## src/rtl/mpu_6050_seq.sv

```systemverilog
// mpu_6050_seq: bring-up and periodic measurement sequencer driving top_mpu_6050.
// Define MPU_SEQ_FIFO_EN to switch the measurement script to FIFO reads.
module mpu_6050_seq #(
    parameter int          FPGA_CLK  = 50_000_000,
    parameter int          SAMPLE_HZ = 1_000,
    parameter int          INSTR_SZ  = 8,
    parameter logic [7:0]  CFG_INSTR = 8'h12,
    parameter logic [7:0]  WHO_VAL   = 8'h68,
    parameter int          MAX_RETRY = 3,
    parameter int          ACC_TO    = 1024
) (
    input  logic                CLK,
    input  logic                RST,
    input  logic                I_START,
    input  logic                I_STOP,
    input  logic                I_BUSY,
    input  logic                I_ACK_FL,
    input  logic [7:0]          I_RD_DATA,
    output logic                O_EN,
    output logic [INSTR_SZ-1:0] O_INSTR,
    output logic                O_RUN,
    output logic                O_SMP_STB,
    output logic                O_OVR,
    output logic                O_FAULT,
    output logic [3:0]          O_RETRY_CNT
);
    localparam int PERIOD_CYC = FPGA_CLK / SAMPLE_HZ;
    localparam int PW = $clog2(PERIOD_CYC + 1);
    localparam int AW = $clog2(ACC_TO + 1);
    localparam int RW = $clog2(MAX_RETRY + 1);
`ifdef MPU_SEQ_FIFO_EN
    localparam logic       HAS_FIFO   = 1'b1;
    localparam logic [2:0] LAST_BRING = 3'd3;
    localparam logic [2:0] FIRST_MSR  = 3'd4;
    localparam logic [2:0] LAST_MSR   = 3'd4;
    localparam logic [2:0] STOP_STEP  = 3'd5;
`else
    localparam logic       HAS_FIFO   = 1'b0;
    localparam logic [2:0] LAST_BRING = 3'd1;
    localparam logic [2:0] FIRST_MSR  = 3'd2;
    localparam logic [2:0] LAST_MSR   = 3'd4;
    localparam logic [2:0] STOP_STEP  = 3'd7;
`endif

    typedef enum logic [2:0] {IDLE, ISSUE, WAIT_ACC, WAIT_DONE, EVAL, WAIT_TICK, FAULT} state_t;

    state_t              state_q, state_d;
    logic [2:0]          step_q, step_d;
    logic [RW-1:0]       rtry_q, rtry_d;
    logic [3:0]          tot_q, tot_d;
    logic [AW-1:0]       acc_q, acc_d;
    logic [PW-1:0]       cnt_q, cnt_d;
    logic [INSTR_SZ-1:0] instr_q, instr_d;
    logic                err_q, err_d, run_q, run_d, stb_q, stb_d, ovr_q, ovr_d, fault_q, fault_d;
    logic                tick, ev_err;

    function automatic logic [INSTR_SZ-1:0] rom(input logic [2:0] s);
`ifdef MPU_SEQ_FIFO_EN
        case (s)
            3'd0:    rom = INSTR_SZ'(8'h0F);
            3'd1:    rom = INSTR_SZ'(CFG_INSTR);
            3'd2:    rom = INSTR_SZ'(8'h67);
            3'd3:    rom = INSTR_SZ'(8'hBC);
            3'd4:    rom = INSTR_SZ'(8'h0E);
            default: rom = INSTR_SZ'(8'hDC);
        endcase
`else
        case (s)
            3'd0:    rom = INSTR_SZ'(8'h0F);
            3'd1:    rom = INSTR_SZ'(CFG_INSTR);
            3'd2:    rom = INSTR_SZ'(8'h08);
            3'd3:    rom = INSTR_SZ'(8'h09);
            default: rom = INSTR_SZ'(8'h0A);
        endcase
`endif
    endfunction

    assign tick   = run_q && (cnt_q == PW'(PERIOD_CYC - 1));
    // WHO_AM_I mismatch is folded into the error path so it gets retried
    assign ev_err = err_q || (step_q == 3'd0 && I_RD_DATA != WHO_VAL);

    always_comb begin
        state_d = state_q;
        step_d  = step_q;
        rtry_d  = rtry_q;
        tot_d   = tot_q;
        acc_d   = acc_q;
        instr_d = instr_q;
        err_d   = err_q;
        run_d   = run_q;
        stb_d   = 1'b0;
        fault_d = fault_q;
        cnt_d   = run_q ? (tick ? '0 : cnt_q + 1'b1) : '0;
        ovr_d   = ovr_q | (tick && state_q != WAIT_TICK);
        case (state_q)
            IDLE: if (I_START && !I_STOP) begin
                state_d = ISSUE;
                step_d  = 3'd0;
                rtry_d  = '0;
            end
            ISSUE: begin
                instr_d = rom(step_q);
                acc_d   = '0;
                err_d   = 1'b0;
                state_d = WAIT_ACC;
            end
            WAIT_ACC: if (I_BUSY) begin
                state_d = WAIT_DONE;
            end else if (acc_q == AW'(ACC_TO - 1)) begin
                err_d   = 1'b1;
                state_d = EVAL;
            end else begin
                acc_d = acc_q + 1'b1;
            end
            WAIT_DONE: if (!I_BUSY) begin
                err_d   = I_ACK_FL;
                state_d = EVAL;
            end
            EVAL: if (ev_err) begin
                if (rtry_q < RW'(MAX_RETRY)) begin
                    rtry_d  = rtry_q + 1'b1;
                    tot_d   = (tot_q == 4'hF) ? tot_q : tot_q + 1'b1;
                    state_d = ISSUE;
                end else begin
                    fault_d = 1'b1;
                    run_d   = 1'b0;
                    state_d = FAULT;
                end
            end else begin
                rtry_d = '0;
                stb_d  = (step_q == LAST_MSR);
                if (step_q == STOP_STEP) begin
                    state_d = IDLE;
                end else if (I_STOP) begin
                    run_d   = 1'b0;
                    step_d  = STOP_STEP;
                    state_d = HAS_FIFO ? ISSUE : IDLE;
                end else if (step_q == LAST_BRING) begin
                    run_d   = 1'b1;
                    cnt_d   = '0;
                    state_d = WAIT_TICK;
                end else if (step_q == LAST_MSR) begin
                    state_d = WAIT_TICK;
                end else begin
                    step_d  = step_q + 3'd1;
                    state_d = ISSUE;
                end
            end
            WAIT_TICK: if (I_STOP) begin
                run_d   = 1'b0;
                rtry_d  = '0;
                step_d  = STOP_STEP;
                state_d = HAS_FIFO ? ISSUE : IDLE;
            end else if (tick) begin
                step_d  = FIRST_MSR;
                state_d = ISSUE;
            end
            FAULT: if (I_START) begin
                fault_d = 1'b0;
                step_d  = 3'd0;
                rtry_d  = '0;
                state_d = ISSUE;
            end
            default: state_d = IDLE;
        endcase
    end

    always_ff @(posedge CLK) begin
        if (RST) begin
            state_q <= IDLE;
            step_q  <= '0;
            rtry_q  <= '0;
            tot_q   <= '0;
            acc_q   <= '0;
            cnt_q   <= '0;
            instr_q <= '0;
            err_q   <= 1'b0;
            run_q   <= 1'b0;
            stb_q   <= 1'b0;
            ovr_q   <= 1'b0;
            fault_q <= 1'b0;
        end else begin
            state_q <= state_d;
            step_q  <= step_d;
            rtry_q  <= rtry_d;
            tot_q   <= tot_d;
            acc_q   <= acc_d;
            cnt_q   <= cnt_d;
            instr_q <= instr_d;
            err_q   <= err_d;
            run_q   <= run_d;
            stb_q   <= stb_d;
            ovr_q   <= ovr_d;
            fault_q <= fault_d;
        end
    end

    assign O_EN        = (state_q == WAIT_ACC);
    assign O_INSTR     = instr_q;
    assign O_RUN       = run_q;
    assign O_SMP_STB   = stb_q;
    assign O_OVR       = ovr_q;
    assign O_FAULT     = fault_q;
    assign O_RETRY_CNT = tot_q;
endmodule

```

## config.mk

```make
export PLATFORM = sky130hd
export DESIGN_NAME = mpu_6050_seq
export DESIGN_NICKNAME = d
export VERILOG_FILES = /design/src/rtl/mpu_6050_seq.sv
export SDC_FILE = /design/constraint.sdc
export NUM_CORES = 1
export LEC_CHECK = 0
export ABC_CLOCK_PERIOD_IN_PS = 4300
export CAP_MARGIN = 20
export CORE_MARGIN = 4
export CORE_UTILIZATION = 55
export CTS_BUF_LIST = sky130_fd_sc_hd__clkbuf_4 sky130_fd_sc_hd__clkbuf_8
export DETAILED_ROUTE_END_ITERATION = 10
export GPL_TIMING_DRIVEN = 0
export PLACE_DENSITY_LB_ADDON = 0.1
export SYNTH_ARGS = -nofsm -noshare
export SYNTH_HDL_FRONTEND = slang
export SYNTH_SLANG_ARGS = --single-unit
```

## constraint.sdc

```tcl
create_clock -name CLK -period 4.3 [get_ports CLK]
set_clock_uncertainty 0.15 [all_clocks]
set_input_delay 0.86 -clock CLK [delete_from_list [all_inputs] [get_ports CLK]]
set_output_delay 0.86 -clock CLK [all_outputs]
set_load 0.02 [all_outputs]
```

==> flow_summary.yaml <==
status:
  status: "finished, final reports clean"
clock_network:
  cts_max_level: 2
  ctsResizeCount: 0
  ctsLongestPathBuffers: 2
  cts.sinks: 49
  clock_latency_ns: 0.30
  cts_setup_buffers: 0
  numCtsBuffers: 5
  clkTransAtPathRegs_ns: 0.09
  ctsHoldBuffers: 0
  cts_tree: "built"
  cts_root_buffer: "clkbuf_8"
logic_synthesis:
  syn_area_per_cell_sq_um: 8.250
  syn_area_sq_mm: 0.002764
  ys_ff_latch: 49
  yosysWarnings: 0
  async_reset_ff_share_pct: 0
  synth_ff_type: "dfxtp_1"
  synth_edf_count: 0
  syn_inst: 335
  yosysUniqueCellTypes: 58
  seq_area_frac_synth_pct: 35.49
worst_setup_path:
  crit_family: "buffers and inverters"
  cp.arrival_ns: 2.13
  crit_cells: 4
  ff2ff_path_depth: 9
  worst-path-max-fanout: 10
  end_kind: "primary output"
  required_ns: 3.29
  crit_path_top_delay_cell: "clkdlybuf4s50_1"
  path_class: "reg2out"
  crit_path_max_incr_delay_ns: 0.66
  path_cells: "clkbuf_1 > nand2b_1 > nor2_1 > clkdlybuf4s50_1"
  crit_buf_inv: 2
  start_kind: "register"
routing:
  first_iter_violations: 172
  drc: 0
  viasPerCell: 5.538
  vias: 2431
  drt-total-wl_um: 5877
  drt.antenna.violating_nets: 0
  wl_per_cell_um: 13.39
  dr.pass1.iters: 4
global_route:
  grt_pass1_wl_um: 10550
  grt-ovfl-total: 0
  grt_max_degree: 16
  grt_pass1_vias: 2243
  antenna_found_initial: 0
  grt_use_total_pct: 20.84
cells_and_area:
  final_cell_mix: "nor2_1 (53), dfxtp_1 (49), clkdlybuf4s50_1 (27)"
  finalNonFillerCells: 439
  mostFrequentLayoutCell: "nor2_1"
  area_growth_pct: 16.39
  final_area_sq_mm: 0.003217
  n_antenna_cell: 0
  fin_nets: 395
  drive_above_1_share_pct: 5.645
floorplan:
  ios: 31
  dieArea_sq_mm: 0.006224
  num_rows: 25
  coreArea_sq_mm: 0.004786
  initial_core_util_pct: 57.75
  die_h_um: 78.89
  die-width_um: 78.89
pwr:
  leakage_nw: 1.118
  total_power_mw: 1.131
  ir_drop_mv: 0.2316
  power_density_mw_per_mm2: 351.5
sta:
  relSlewSlack_pct: 56.35
  grt_setup_unrepaired: "false"
  setup_violations: 0
  period_share_pct: 73.08
  maxSlewViolCount: 0
  max_freq_ghz: 0.3182
  fin_crit_ns: 3.142
  tns_ns: 0
  hold_viol_final: 0
  worstMarginPinSlew_ns: 0.6548
placement:
  port_buffers: 27
  place_congestion: 0.8670
  dp_cells: 431
  dp_hpwl_um: 4411
  placed_cell_area_sq_mm: 0.003126
job:
  drv_cap: 0
min_path:
  hold_depth: 1
  min_path_type: "reg2reg"
==> routing by layer <==
metal | vias to the layer above | track usage [%] | routed length (um)
met5 | - | 0 | 0
met4 | 0 | 6.186 | 63
met3 | 5 | 2.721 | 188
met2 | 50 | 34.04 | 2780
met1 | 1120 | 28.77 | 2845
li1 | 1256 | - | -
==> stage by stage <==
stage	hold WS (ns)	worst slack, ns	utilization, %
6_report	0.2952	1.158	67.22
5_1_grt	0.3136	1.019	67.22
4_1_cts	0.2997	1.174	67.22
3_5_place_dp	0.2841	1.092	65.31
3_3_place_gp	0.2764	1.073	65.31
2_1_floorplan	0.2632	1.851	-
==> final cells by class <==
| class | count | area [sq um] |
|---|---|---|
| Buffer | 20 | 92.59 |
| Sequential cell | 49 | 980.9 |
| Clock buffer | 6 | 76.32 |
| Tap cell | 67 | 83.83 |
| Clock inverter | 2 | 15.01 |
| Inverter | 15 | 56.30 |
| Timing Repair Buffer | 27 | 270.3 |
| Fill cell | 410 | 1569 |
| Multi-Input combinational cell | 253 | 1642 |
==> where the power goes <==
group | internal (mW) | switching, mW
Sequential | 0.483 | 0.0232
Clock | 0.121 | 0.155
Combinational | 0.143 | 0.206
==> worst paths after layout <==
kind         startpoint        to  slack, ns
min reg2reg    cnt_q[0]  cnt_q[0]       0.30
max          state_q[1]      O_EN       1.16
max reg2reg   step_q[0]  cnt_q[9]       1.76
min            cnt_q[0]  cnt_q[0]       0.30
==> cell families (layout without fill, tap and decap cells) <==
logic type,Yosys count,in the layout,synth area share [%]
simple gates,156,156,29.92
compound gates,54,54,14.67
flops,49,49,35.49
buf+inv,35,70,5.387
xor+xnor,23,23,7.288
fa+ha+maj,10,10,4.527
mux,7,7,2.580
other cells,1,3,0.1357
==> flip-flops by register name, indices dropped and copies added, names as in the netlist <==
signal / cells
O_SMP_STB: 1
O_RUN: 1
acc_q: 11
cnt_q: 16
step_q: 3
O_RETRY_CNT: 4
state_q: 3
O_INSTR: 5
rtry_q: 2
O_FAULT: 1
O_OVR: 1
err_q: 1
==> worst reg2reg max path: cells and delay by family, from the launching register on <==
family	cells	cell delay, ns
compound gates	1	0.53
fa+ha+maj	1	0.26
flops	1	0.35
buf+inv	3	0.48
simple gates	4	0.73
==> synthesized netlist by cell type (8+ instances only) <==
master	n	area, sq um
nor3_1	12	60.06
xnor2_1	18	157.7
o21ai_0	9	45.04
dfxtp_1	49	980.9
nor2_1	53	198.9
nor2b_1	8	50.05
nand3_1	16	80.08
inv_1	15	56.30
a21oi_1	8	40.04
nand2_1	17	63.81
clkbuf_1	14	52.55
ha_1	10	125.1
Note: power is estimated with default switching activity, not from simulation.
